<file path="config.mk">
export PLATFORM = sky130hd
export DESIGN_NAME = min_frame_collector_flat
export DESIGN_NICKNAME = d
export VERILOG_FILES = /design/src/rtl/min_pkg.sv /design/src/rtl/min_frame_collector_if.sv /design/src/rtl/min_cand_update.sv /design/src/rtl/min_frame_collector.sv /design/src/flat_wrapper.sv
export SDC_FILE = /design/constraint.sdc
export NUM_CORES = 1
export LEC_CHECK = 0
export BUFFER_PORTS_ARGS = -buffer_cell sky130_fd_sc_hd__buf_2
export CAP_MARGIN = 40
export CORE_MARGIN = 1
export CORE_UTILIZATION = 54
export CTS_BUF_LIST = sky130_fd_sc_hd__clkbuf_4 sky130_fd_sc_hd__clkbuf_8
export DETAILED_ROUTE_END_ITERATION = 12
export PLACE_DENSITY = 0.82
export SLEW_MARGIN = 15
export SYNTH_ARGS = -nofsm -noshare
export SYNTH_HDL_FRONTEND = slang
export SYNTH_HIERARCHICAL = 1
export SYNTH_SLANG_ARGS = --single-unit
</file>
<file path="constraint.sdc">
create_clock -name clk -period 3.2 [get_ports clk]
set_clock_uncertainty 0.2 [all_clocks]
set_input_delay 0.32 -clock clk [delete_from_list [all_inputs] [get_ports clk]]
set_output_delay 0.32 -clock clk [all_outputs]
set_load 0.005 [all_outputs]
</file>
<file path="src/rtl/min_pkg.sv">
// Shared defaults, FSM encodings and candidate record for the min-search collector.
// Latency: n/a (types and constants only).
// Backpressure: n/a.
package min_pkg;

    localparam int DEF_DATA_WIDTH  = 8;
    localparam int DEF_IDX_X_WIDTH = 3;
    localparam int DEF_IDX_Y_WIDTH = 4;
    localparam int DEF_BEAT_NUM    = 16;

    typedef enum logic [1:0] {
        ST_IDLE  = 2'd0,
        ST_ACCUM = 2'd1,
        ST_HOLD  = 2'd2
    } state_t;

    // Candidate record at the default widths: value, x index, y index.
    typedef struct packed {
        logic [DEF_DATA_WIDTH-1:0]  d;
        logic [DEF_IDX_X_WIDTH-1:0] x;
        logic [DEF_IDX_Y_WIDTH-1:0] y;
    } cand_t;

endpackage

</file>
<file path="src/rtl/min_frame_collector_if.sv">
// Beat input and frame-result output bundle of the min-search collector.
// Latency: n/a (wires only).
// Backpressure: in_ready is advisory only; result side is valid/ready.
interface min_frame_collector_if
    import min_pkg::*;
#(
    parameter int DATA_WIDTH  = DEF_DATA_WIDTH,
    parameter int IDX_X_WIDTH = DEF_IDX_X_WIDTH,
    parameter int IDX_Y_WIDTH = DEF_IDX_Y_WIDTH,
    parameter int BEAT_NUM    = DEF_BEAT_NUM
);
    localparam int BEAT_WIDTH = $clog2(BEAT_NUM);

    logic                   in_val;
    logic                   in_last;
    logic                   cand_val;
    logic [DATA_WIDTH-1:0]  cand_d;
    logic [IDX_X_WIDTH-1:0] cand_x;
    logic [IDX_Y_WIDTH-1:0] cand_y;
    logic                   in_ready;
    logic                   out_val;
    logic                   out_ready;
    logic                   out_found;
    logic [DATA_WIDTH-1:0]  out_d;
    logic [IDX_X_WIDTH-1:0] out_x;
    logic [IDX_Y_WIDTH-1:0] out_y;
    logic [BEAT_WIDTH-1:0]  out_beat;
    logic [BEAT_WIDTH:0]    out_cnt;
    logic                   err_drop;

    // Upstream tree and result consumer side.
    modport master (
        output in_val, in_last, cand_val, cand_d, cand_x, cand_y, out_ready,
        input  in_ready, out_val, out_found, out_d, out_x, out_y, out_beat, out_cnt, err_drop
    );

    // Collector side.
    modport slave (
        input  in_val, in_last, cand_val, cand_d, cand_x, cand_y, out_ready,
        output in_ready, out_val, out_found, out_d, out_x, out_y, out_beat, out_cnt, err_drop
    );

endinterface

</file>
<file path="src/rtl/min_cand_update.sv">
// Decides whether an incoming candidate replaces the running best and forms the next best.
// Latency: combinational.
// Backpressure: none.
module min_cand_update
    import min_pkg::*;
#(
    parameter int DATA_WIDTH  = DEF_DATA_WIDTH,
    parameter int IDX_X_WIDTH = DEF_IDX_X_WIDTH,
    parameter int IDX_Y_WIDTH = DEF_IDX_Y_WIDTH
) (
    input  logic                   have,
    input  logic [DATA_WIDTH-1:0]  best_d,
    input  logic [IDX_X_WIDTH-1:0] best_x,
    input  logic [IDX_Y_WIDTH-1:0] best_y,
    input  logic                   cand_val,
    input  logic [DATA_WIDTH-1:0]  cand_d,
    input  logic [IDX_X_WIDTH-1:0] cand_x,
    input  logic [IDX_Y_WIDTH-1:0] cand_y,
    output logic                   take,
    output logic [DATA_WIDTH-1:0]  nxt_d,
    output logic [IDX_X_WIDTH-1:0] nxt_x,
    output logic [IDX_Y_WIDTH-1:0] nxt_y
);

    // Strict less-than so the earliest beat keeps a tie.
    always_comb begin
        take  = cand_val & (~have | (cand_d < best_d));
        nxt_d = take ? cand_d : best_d;
        nxt_x = take ? cand_x : best_x;
        nxt_y = take ? cand_y : best_y;
    end

endmodule

</file>
<file path="src/rtl/min_frame_collector.sv">
// Tracks the running minimum over a frame of beats and presents frame min, beat index and count.
// Latency: result valid the cycle after the closing beat is accepted.
// Backpressure: result held until out_ready; beats arriving while held are dropped and flagged.
module min_frame_collector
    import min_pkg::*;
#(
    parameter int DATA_WIDTH  = DEF_DATA_WIDTH,
    parameter int IDX_X_WIDTH = DEF_IDX_X_WIDTH,
    parameter int IDX_Y_WIDTH = DEF_IDX_Y_WIDTH,
    parameter int BEAT_NUM    = DEF_BEAT_NUM
) (
    input  logic                 clk,
    input  logic                 rst_n,
    min_frame_collector_if.slave bus
);

    localparam int BEAT_WIDTH = $clog2(BEAT_NUM);
    localparam logic [BEAT_WIDTH-1:0] LAST_BEAT = BEAT_WIDTH'(BEAT_NUM - 1);
    localparam logic [BEAT_WIDTH-1:0] BEAT_ONE  = BEAT_WIDTH'(1);
    localparam logic [BEAT_WIDTH:0]   CNT_ONE   = (BEAT_WIDTH + 1)'(1);

    state_t                 state_q, state_d;
    logic [BEAT_WIDTH-1:0]  beat_cnt_q, beat_cnt_d;
    logic                   have_q, have_d;
    logic [DATA_WIDTH-1:0]  best_val_q, best_val_d;
    logic [IDX_X_WIDTH-1:0] best_x_q, best_x_d;
    logic [IDX_Y_WIDTH-1:0] best_y_q, best_y_d;
    logic [BEAT_WIDTH-1:0]  best_beat_q, best_beat_d;
    logic [BEAT_WIDTH:0]    cnt_q, cnt_d;
    logic                   err_drop_q, err_drop_d;

    logic                   in_ready;
    logic                   accept;
    logic                   close;
    logic                   take;
    logic [DATA_WIDTH-1:0]  nxt_d;
    logic [IDX_X_WIDTH-1:0] nxt_x;
    logic [IDX_Y_WIDTH-1:0] nxt_y;

    assign in_ready = (state_q != ST_HOLD);
    assign accept   = bus.in_val & in_ready;
    assign close    = bus.in_last | (beat_cnt_q == LAST_BEAT);

    min_cand_update #(
        .DATA_WIDTH  (DATA_WIDTH),
        .IDX_X_WIDTH (IDX_X_WIDTH),
        .IDX_Y_WIDTH (IDX_Y_WIDTH)
    ) u_upd (
        .have     (have_q),
        .best_d   (best_val_q),
        .best_x   (best_x_q),
        .best_y   (best_y_q),
        .cand_val (bus.cand_val),
        .cand_d   (bus.cand_d),
        .cand_x   (bus.cand_x),
        .cand_y   (bus.cand_y),
        .take     (take),
        .nxt_d    (nxt_d),
        .nxt_x    (nxt_x),
        .nxt_y    (nxt_y)
    );

    // Next-state: accumulate accepted beats, close into HOLD, clear running state on transfer.
    always_comb begin
        state_d     = state_q;
        beat_cnt_d  = beat_cnt_q;
        have_d      = have_q;
        best_val_d  = best_val_q;
        best_x_d    = best_x_q;
        best_y_d    = best_y_q;
        best_beat_d = best_beat_q;
        cnt_d       = cnt_q;
        err_drop_d  = err_drop_q | (bus.in_val & ~in_ready);
        case (state_q)
            ST_IDLE, ST_ACCUM: begin
                if (accept) begin
                    if (take) begin
                        have_d      = 1'b1;
                        best_val_d  = nxt_d;
                        best_x_d    = nxt_x;
                        best_y_d    = nxt_y;
                        best_beat_d = beat_cnt_q;
                    end
                    if (bus.cand_val) begin
                        cnt_d = cnt_q + CNT_ONE;
                    end
                    if (close) begin
                        state_d    = ST_HOLD;
                        beat_cnt_d = '0;
                    end else begin
                        state_d    = ST_ACCUM;
                        beat_cnt_d = beat_cnt_q + BEAT_ONE;
                    end
                end
            end
            ST_HOLD: begin
                if (bus.out_ready) begin
                    state_d     = ST_IDLE;
                    have_d      = 1'b0;
                    best_val_d  = '0;
                    best_x_d    = '0;
                    best_y_d    = '0;
                    best_beat_d = '0;
                    cnt_d       = '0;
                end
            end
            default: begin
                state_d = ST_IDLE;
            end
        endcase
    end

    // State registers; asynchronous reset discards any frame in progress or held.
    always_ff @(posedge clk or negedge rst_n) begin
        if (!rst_n) begin
            state_q     <= ST_IDLE;
            beat_cnt_q  <= '0;
            have_q      <= 1'b0;
            best_val_q  <= '0;
            best_x_q    <= '0;
            best_y_q    <= '0;
            best_beat_q <= '0;
            cnt_q       <= '0;
            err_drop_q  <= 1'b0;
        end else begin
            state_q     <= state_d;
            beat_cnt_q  <= beat_cnt_d;
            have_q      <= have_d;
            best_val_q  <= best_val_d;
            best_x_q    <= best_x_d;
            best_y_q    <= best_y_d;
            best_beat_q <= best_beat_d;
            cnt_q       <= cnt_d;
            err_drop_q  <= err_drop_d;
        end
    end

    // Running registers double as the result; they are zero whenever nothing was found.
    assign bus.in_ready  = in_ready;
    assign bus.out_val   = (state_q == ST_HOLD);
    assign bus.out_found = have_q;
    assign bus.out_d     = best_val_q;
    assign bus.out_x     = best_x_q;
    assign bus.out_y     = best_y_q;
    assign bus.out_beat  = best_beat_q;
    assign bus.out_cnt   = cnt_q;
    assign bus.err_drop  = err_drop_q;

endmodule

</file>
<file path="src/flat_wrapper.sv">
// flat-port wrapper written by rule: the top's interface ports become plain ports
module min_frame_collector_flat import min_pkg::*;
#(
    parameter int DATA_WIDTH  = DEF_DATA_WIDTH,
    parameter int IDX_X_WIDTH = DEF_IDX_X_WIDTH,
    parameter int IDX_Y_WIDTH = DEF_IDX_Y_WIDTH,
    parameter int BEAT_NUM    = DEF_BEAT_NUM
)
  (clk, rst_n, bus_in_val, bus_in_last, bus_cand_val, bus_cand_d, bus_cand_x, bus_cand_y, bus_out_ready, bus_in_ready, bus_out_val, bus_out_found, bus_out_d, bus_out_x, bus_out_y, bus_out_beat, bus_out_cnt, bus_err_drop);
  min_frame_collector_if #(.DATA_WIDTH(DATA_WIDTH), .IDX_X_WIDTH(IDX_X_WIDTH), .IDX_Y_WIDTH(IDX_Y_WIDTH), .BEAT_NUM(BEAT_NUM)) bus_i ();
  input  logic clk;
  input  logic rst_n;
  input wire logic [$bits(bus_i.in_val)-1:0] bus_in_val;
  input wire logic [$bits(bus_i.in_last)-1:0] bus_in_last;
  input wire logic [$bits(bus_i.cand_val)-1:0] bus_cand_val;
  input wire logic [$bits(bus_i.cand_d)-1:0] bus_cand_d;
  input wire logic [$bits(bus_i.cand_x)-1:0] bus_cand_x;
  input wire logic [$bits(bus_i.cand_y)-1:0] bus_cand_y;
  input wire logic [$bits(bus_i.out_ready)-1:0] bus_out_ready;
  output wire logic [$bits(bus_i.in_ready)-1:0] bus_in_ready;
  output wire logic [$bits(bus_i.out_val)-1:0] bus_out_val;
  output wire logic [$bits(bus_i.out_found)-1:0] bus_out_found;
  output wire logic [$bits(bus_i.out_d)-1:0] bus_out_d;
  output wire logic [$bits(bus_i.out_x)-1:0] bus_out_x;
  output wire logic [$bits(bus_i.out_y)-1:0] bus_out_y;
  output wire logic [$bits(bus_i.out_beat)-1:0] bus_out_beat;
  output wire logic [$bits(bus_i.out_cnt)-1:0] bus_out_cnt;
  output wire logic [$bits(bus_i.err_drop)-1:0] bus_err_drop;
  assign bus_i.in_val = bus_in_val;
  assign bus_i.in_last = bus_in_last;
  assign bus_i.cand_val = bus_cand_val;
  assign bus_i.cand_d = bus_cand_d;
  assign bus_i.cand_x = bus_cand_x;
  assign bus_i.cand_y = bus_cand_y;
  assign bus_i.out_ready = bus_out_ready;
  assign bus_in_ready = bus_i.in_ready;
  assign bus_out_val = bus_i.out_val;
  assign bus_out_found = bus_i.out_found;
  assign bus_out_d = bus_i.out_d;
  assign bus_out_x = bus_i.out_x;
  assign bus_out_y = bus_i.out_y;
  assign bus_out_beat = bus_i.out_beat;
  assign bus_out_cnt = bus_i.out_cnt;
  assign bus_err_drop = bus_i.err_drop;
  min_frame_collector #(.DATA_WIDTH(DATA_WIDTH), .IDX_X_WIDTH(IDX_X_WIDTH), .IDX_Y_WIDTH(IDX_Y_WIDTH), .BEAT_NUM(BEAT_NUM)) u_core (.clk(clk), .rst_n(rst_n), .bus(bus_i));
endmodule
</file>
==> impl_metrics.toml <==
[sta]
timing_worst_slew_pin_value_ns = 0.710
hold_slack_ns = 0.136
finalCritPeriodShare = 0.889
totalNegativeSetupSlack_ns = 0
slew_viol_final = 0
finalHoldViolations = 0
timing.max_slew.rel_slack = 0.526
setup-violations-final = 0
finalWorstPathRequiredPeriod_ns = 2.84
fmax_mhz = 352
setup_repair_after_global_routing_missed_its_margin = "false"

[clock_network]
cts.sinks = 32
clkLatencyLatePin_ns = 0.32
cts_buffers = 5
tritoncts_clock_tree = "built"
worst_setup_hold_path_clk_slew_ns = 0.10
root_driver = "sky130_fd_sc_hd__clkbuf_4"
clockBufferDepth = 2
htree_levels = 2
postCtsResizedCells = 0

[final_layout]
mostFrequentLayoutCells = "sky130_fd_sc_hd__buf_2, sky130_fd_sc_hd__dfrtp_1, sky130_fd_sc_hd__a22o_1, sky130_fd_sc_hd__inv_1"
layout_commonest_cell = "sky130_fd_sc_hd__buf_2"
area_growth_pct = 19.0
multi_input_area_sq_um = 887
seqCellArea_sq_um = 801
fin_area_sq_um = 2110
final_net_count = 223
filler_cell_count = 240
final_cell_count_no_fill = 237
drive_gt1_frac = 0.430
antenna_cells = 0
final_core_density = 0.687

[logic_synthesis]
post_synth_adder_cell_area = 0.0634
synth_xor_xnor_area_share = 0.0148
synth_top_family_by_area = "compound AO/OA/AOI/OAI gates"
synthFlopType = "sky130_fd_sc_hd__dfrtp_1"
synth_async_sr_flop_share = 1.00
synthesis.area_sq_um = 1780
area_fraction_in_compound_gates_after_synthesis = 0.190
post_synth_mux_area_share = 0.126
syn-instance-count = 140
synth_simple_gate_area_share = 0.106
synth.ff_latch_count = 32
synth_cell_types = 40
syn-mean-instance-area_sq_um = 12.7
synth_enable_flop_cells = 0
ys.warnings.count = 6
ys_seq_area_frac = 0.451
synthesis.nets = 170

[outcome]
run_status = "finished clean"

[hold_path]
worst_hold_path_type = "primary input to register"

[route]
routed_wirelength_um = 3630
drt-pass1-iter-count = 4
detail_route.vias_per_cell = 5.38
wl_per_cell_um = 15.3
drtIter0Drc = 58
final_antenna_net_count = 0
via_count = 1276
post-route-drc-count = 0

[floorplan]
fp-row-count = 20
io_pins = 49
die_area_sq_um = 3520
die_w_um = 59.3
start_util = 0.577
die_height_um = 59.3
core_area_sq_um = 3080

[worst_setup_path]
cp_cell_sequence = "inv_1 -> ha_1 -> a211oi_2 -> nor2_1 -> or3_4 -> o22ai_4 -> buf_4 -> mux2_2 -> a22o_1"
worst_path_max_delay_cell = "sky130_fd_sc_hd__dfrtp_1"
critPathRequiredTime_ns = 3.21
startpoint_type = "register"
crit_fanout = 9
critPathArrivalTime_ns = 2.85
path_delay_family = "compound AO/OA/AOI/OAI gates"
end_kind = "register"
critical_path.max_stage_delay_ns = 0.41
cp_num_buf_inv = 2
critPathKind = "register to register"

[global_routing]
grt_start_max_net_pins = 33
first_global_vias = 1223
grt.total_usage = 0.241
grt-ovfl-total = 0
grt_pass1_wl_um = 6000
number_of_antenna_violations_at_the_first_check_in_global_routing = 0

[flow_run]
cap_viol_max_count = 0

[pwr]
static-leakage-power_nw = 1.08
p_sw_frac = 0.349
internal_power_mw = 1.12
power.ir.vdd_worst_mv = 0.463
pwr-share-comb = 0.446
clock_power_share = 0.148
switchingPower_mw = 0.597
power.density_cell_area_nw_per_um2 = 810
power.share.sequential = 0.406

[placed_design]
buffer_ports.inserted = 48
placedInstanceArea_sq_um = 2030
gp_congestion = 0.748
hpwl_um = 2580
place_inst = 228
-- synthesized netlist by cell type (2+ instances only) --
| master | count | share of area |
|---|---|---|
| sky130_fd_sc_hd__ha_1 | 9 | 0.063 |
| sky130_fd_sc_hd__nand3_1 | 4 | 0.011 |
| sky130_fd_sc_hd__a21o_1 | 2 | 0.0085 |
| sky130_fd_sc_hd__nor2_1 | 5 | 0.011 |
| sky130_fd_sc_hd__inv_1 | 10 | 0.021 |
| sky130_fd_sc_hd__nand2_1 | 4 | 0.0085 |
| sky130_fd_sc_hd__mux2_2 | 7 | 0.044 |
| sky130_fd_sc_hd__xor2_1 | 3 | 0.015 |
| sky130_fd_sc_hd__dfrtp_1 | 32 | 0.45 |
| sky130_fd_sc_hd__o21ai_0 | 3 | 0.0085 |
| sky130_fd_sc_hd__buf_2 | 3 | 0.0085 |
| sky130_fd_sc_hd__a22o_1 | 20 | 0.099 |
| sky130_fd_sc_hd__a32o_1 | 2 | 0.011 |
| sky130_fd_sc_hd__mux2_4 | 9 | 0.076 |
| sky130_fd_sc_hd__o2bb2ai_1 | 2 | 0.0099 |
-- layout make-up --
cell class | instances | area share
clock buffers | 7 | 0.0308
inverters | 10 | 0.0178
multi-input cells | 93 | 0.420
flip-flops and latches | 32 | 0.379
well taps | 44 | 0.0261
repair buffers | 51 | 0.127
-- power groups by stage --
stage / Sequential [mW] / Combinational [mW] / Clock, mW
final: 0.695 / 0.764 / 0.253
after global routing: 0.720 / 0.844 / 0.277
after CTS: 0.696 / 0.770 / 0.258
after detailed placement: 0.701 / 0.762 / 0
after global placement: 0.691 / 0.738 / 0
after floorplan: 0.687 / 0.553 / 0
-- per-layer routing --
layer	vias to the layer above	wire length [um]	share of wire	global-route usage
met5	-	0	0	0
met4	0	53	0.015	0.105
met3	4	152	0.042	0.0633
met2	30	1750	0.48	0.364
met1	618	1670	0.46	0.327
li1	624	-	-	-
-- flip-flops by register name (all words and copies together), names as in the netlist --
name                  count
u_core/beat_cnt_q         4
u_core/bus.out_found      1
u_core/bus.out_y          4
u_core/bus.out_x          3
u_core/state_q            2
u_core/bus.out_beat       4
u_core/bus.out_cnt        5
u_core/bus.out_d          8
u_core/bus.err_drop       1
-- final timing paths --
kind,start,endpoint,slack (ns),cells after the start
worst max-delay path,u_core/bus.out_d[5]$_DFFE_PN0P_,u_core/bus.out_y[3]$_DFFE_PN0P_,0.36,9
worst min-delay path,bus_in_val,u_core/bus.err_drop$_DFF_PN0_,0.14,2
worst max register to register,u_core/bus.out_d[5]$_DFFE_PN0P_,u_core/bus.out_y[3]$_DFFE_PN0P_,0.36,9
worst min register to register,u_core/bus.err_drop$_DFF_PN0_,u_core/bus.err_drop$_DFF_PN0_,0.26,1
max in group asynchronous,rst_n,u_core/bus.out_y[0]$_DFFE_PN0P_,1.96,2
min in group asynchronous,rst_n,u_core/bus.out_cnt[4]$_DFFE_PN0P_,0.37,2
-- kinds of logic after synthesis --
kind of cell    after synthesis
simple gates                 27
buf+inv                      15
mux                          17
compound gates               37
flops                        32
fa+ha+maj                     9
xor+xnor                      3
-- worst register-to-register path: cells and delay by family (launching register included) --
family / cells / cell delay (ns)
AOI/OAI and AO/OA: 3 / 0.70
DFF: 1 / 0.41
and+or+nand+nor: 2 / 0.41
muxes: 1 / 0.35
adders and majority gates: 1 / 0.32
buffers and inverters: 2 / 0.33
-- through the flow --
stage               power, mW  setup WS [ns]
floorplan                1.24          0.605
global placement         1.43          0.485
detailed placement       1.46          0.362
CTS                      1.72          0.348
global route             1.84          0.180
finish                   1.71          0.356
-- timing repair --
action,in CTS,in global routing
hold buffers,2,0
endpoints found under the hold margin,33,0
buffers inserted,0,0
No activity file was read; power rests on OpenSTA's default activity.
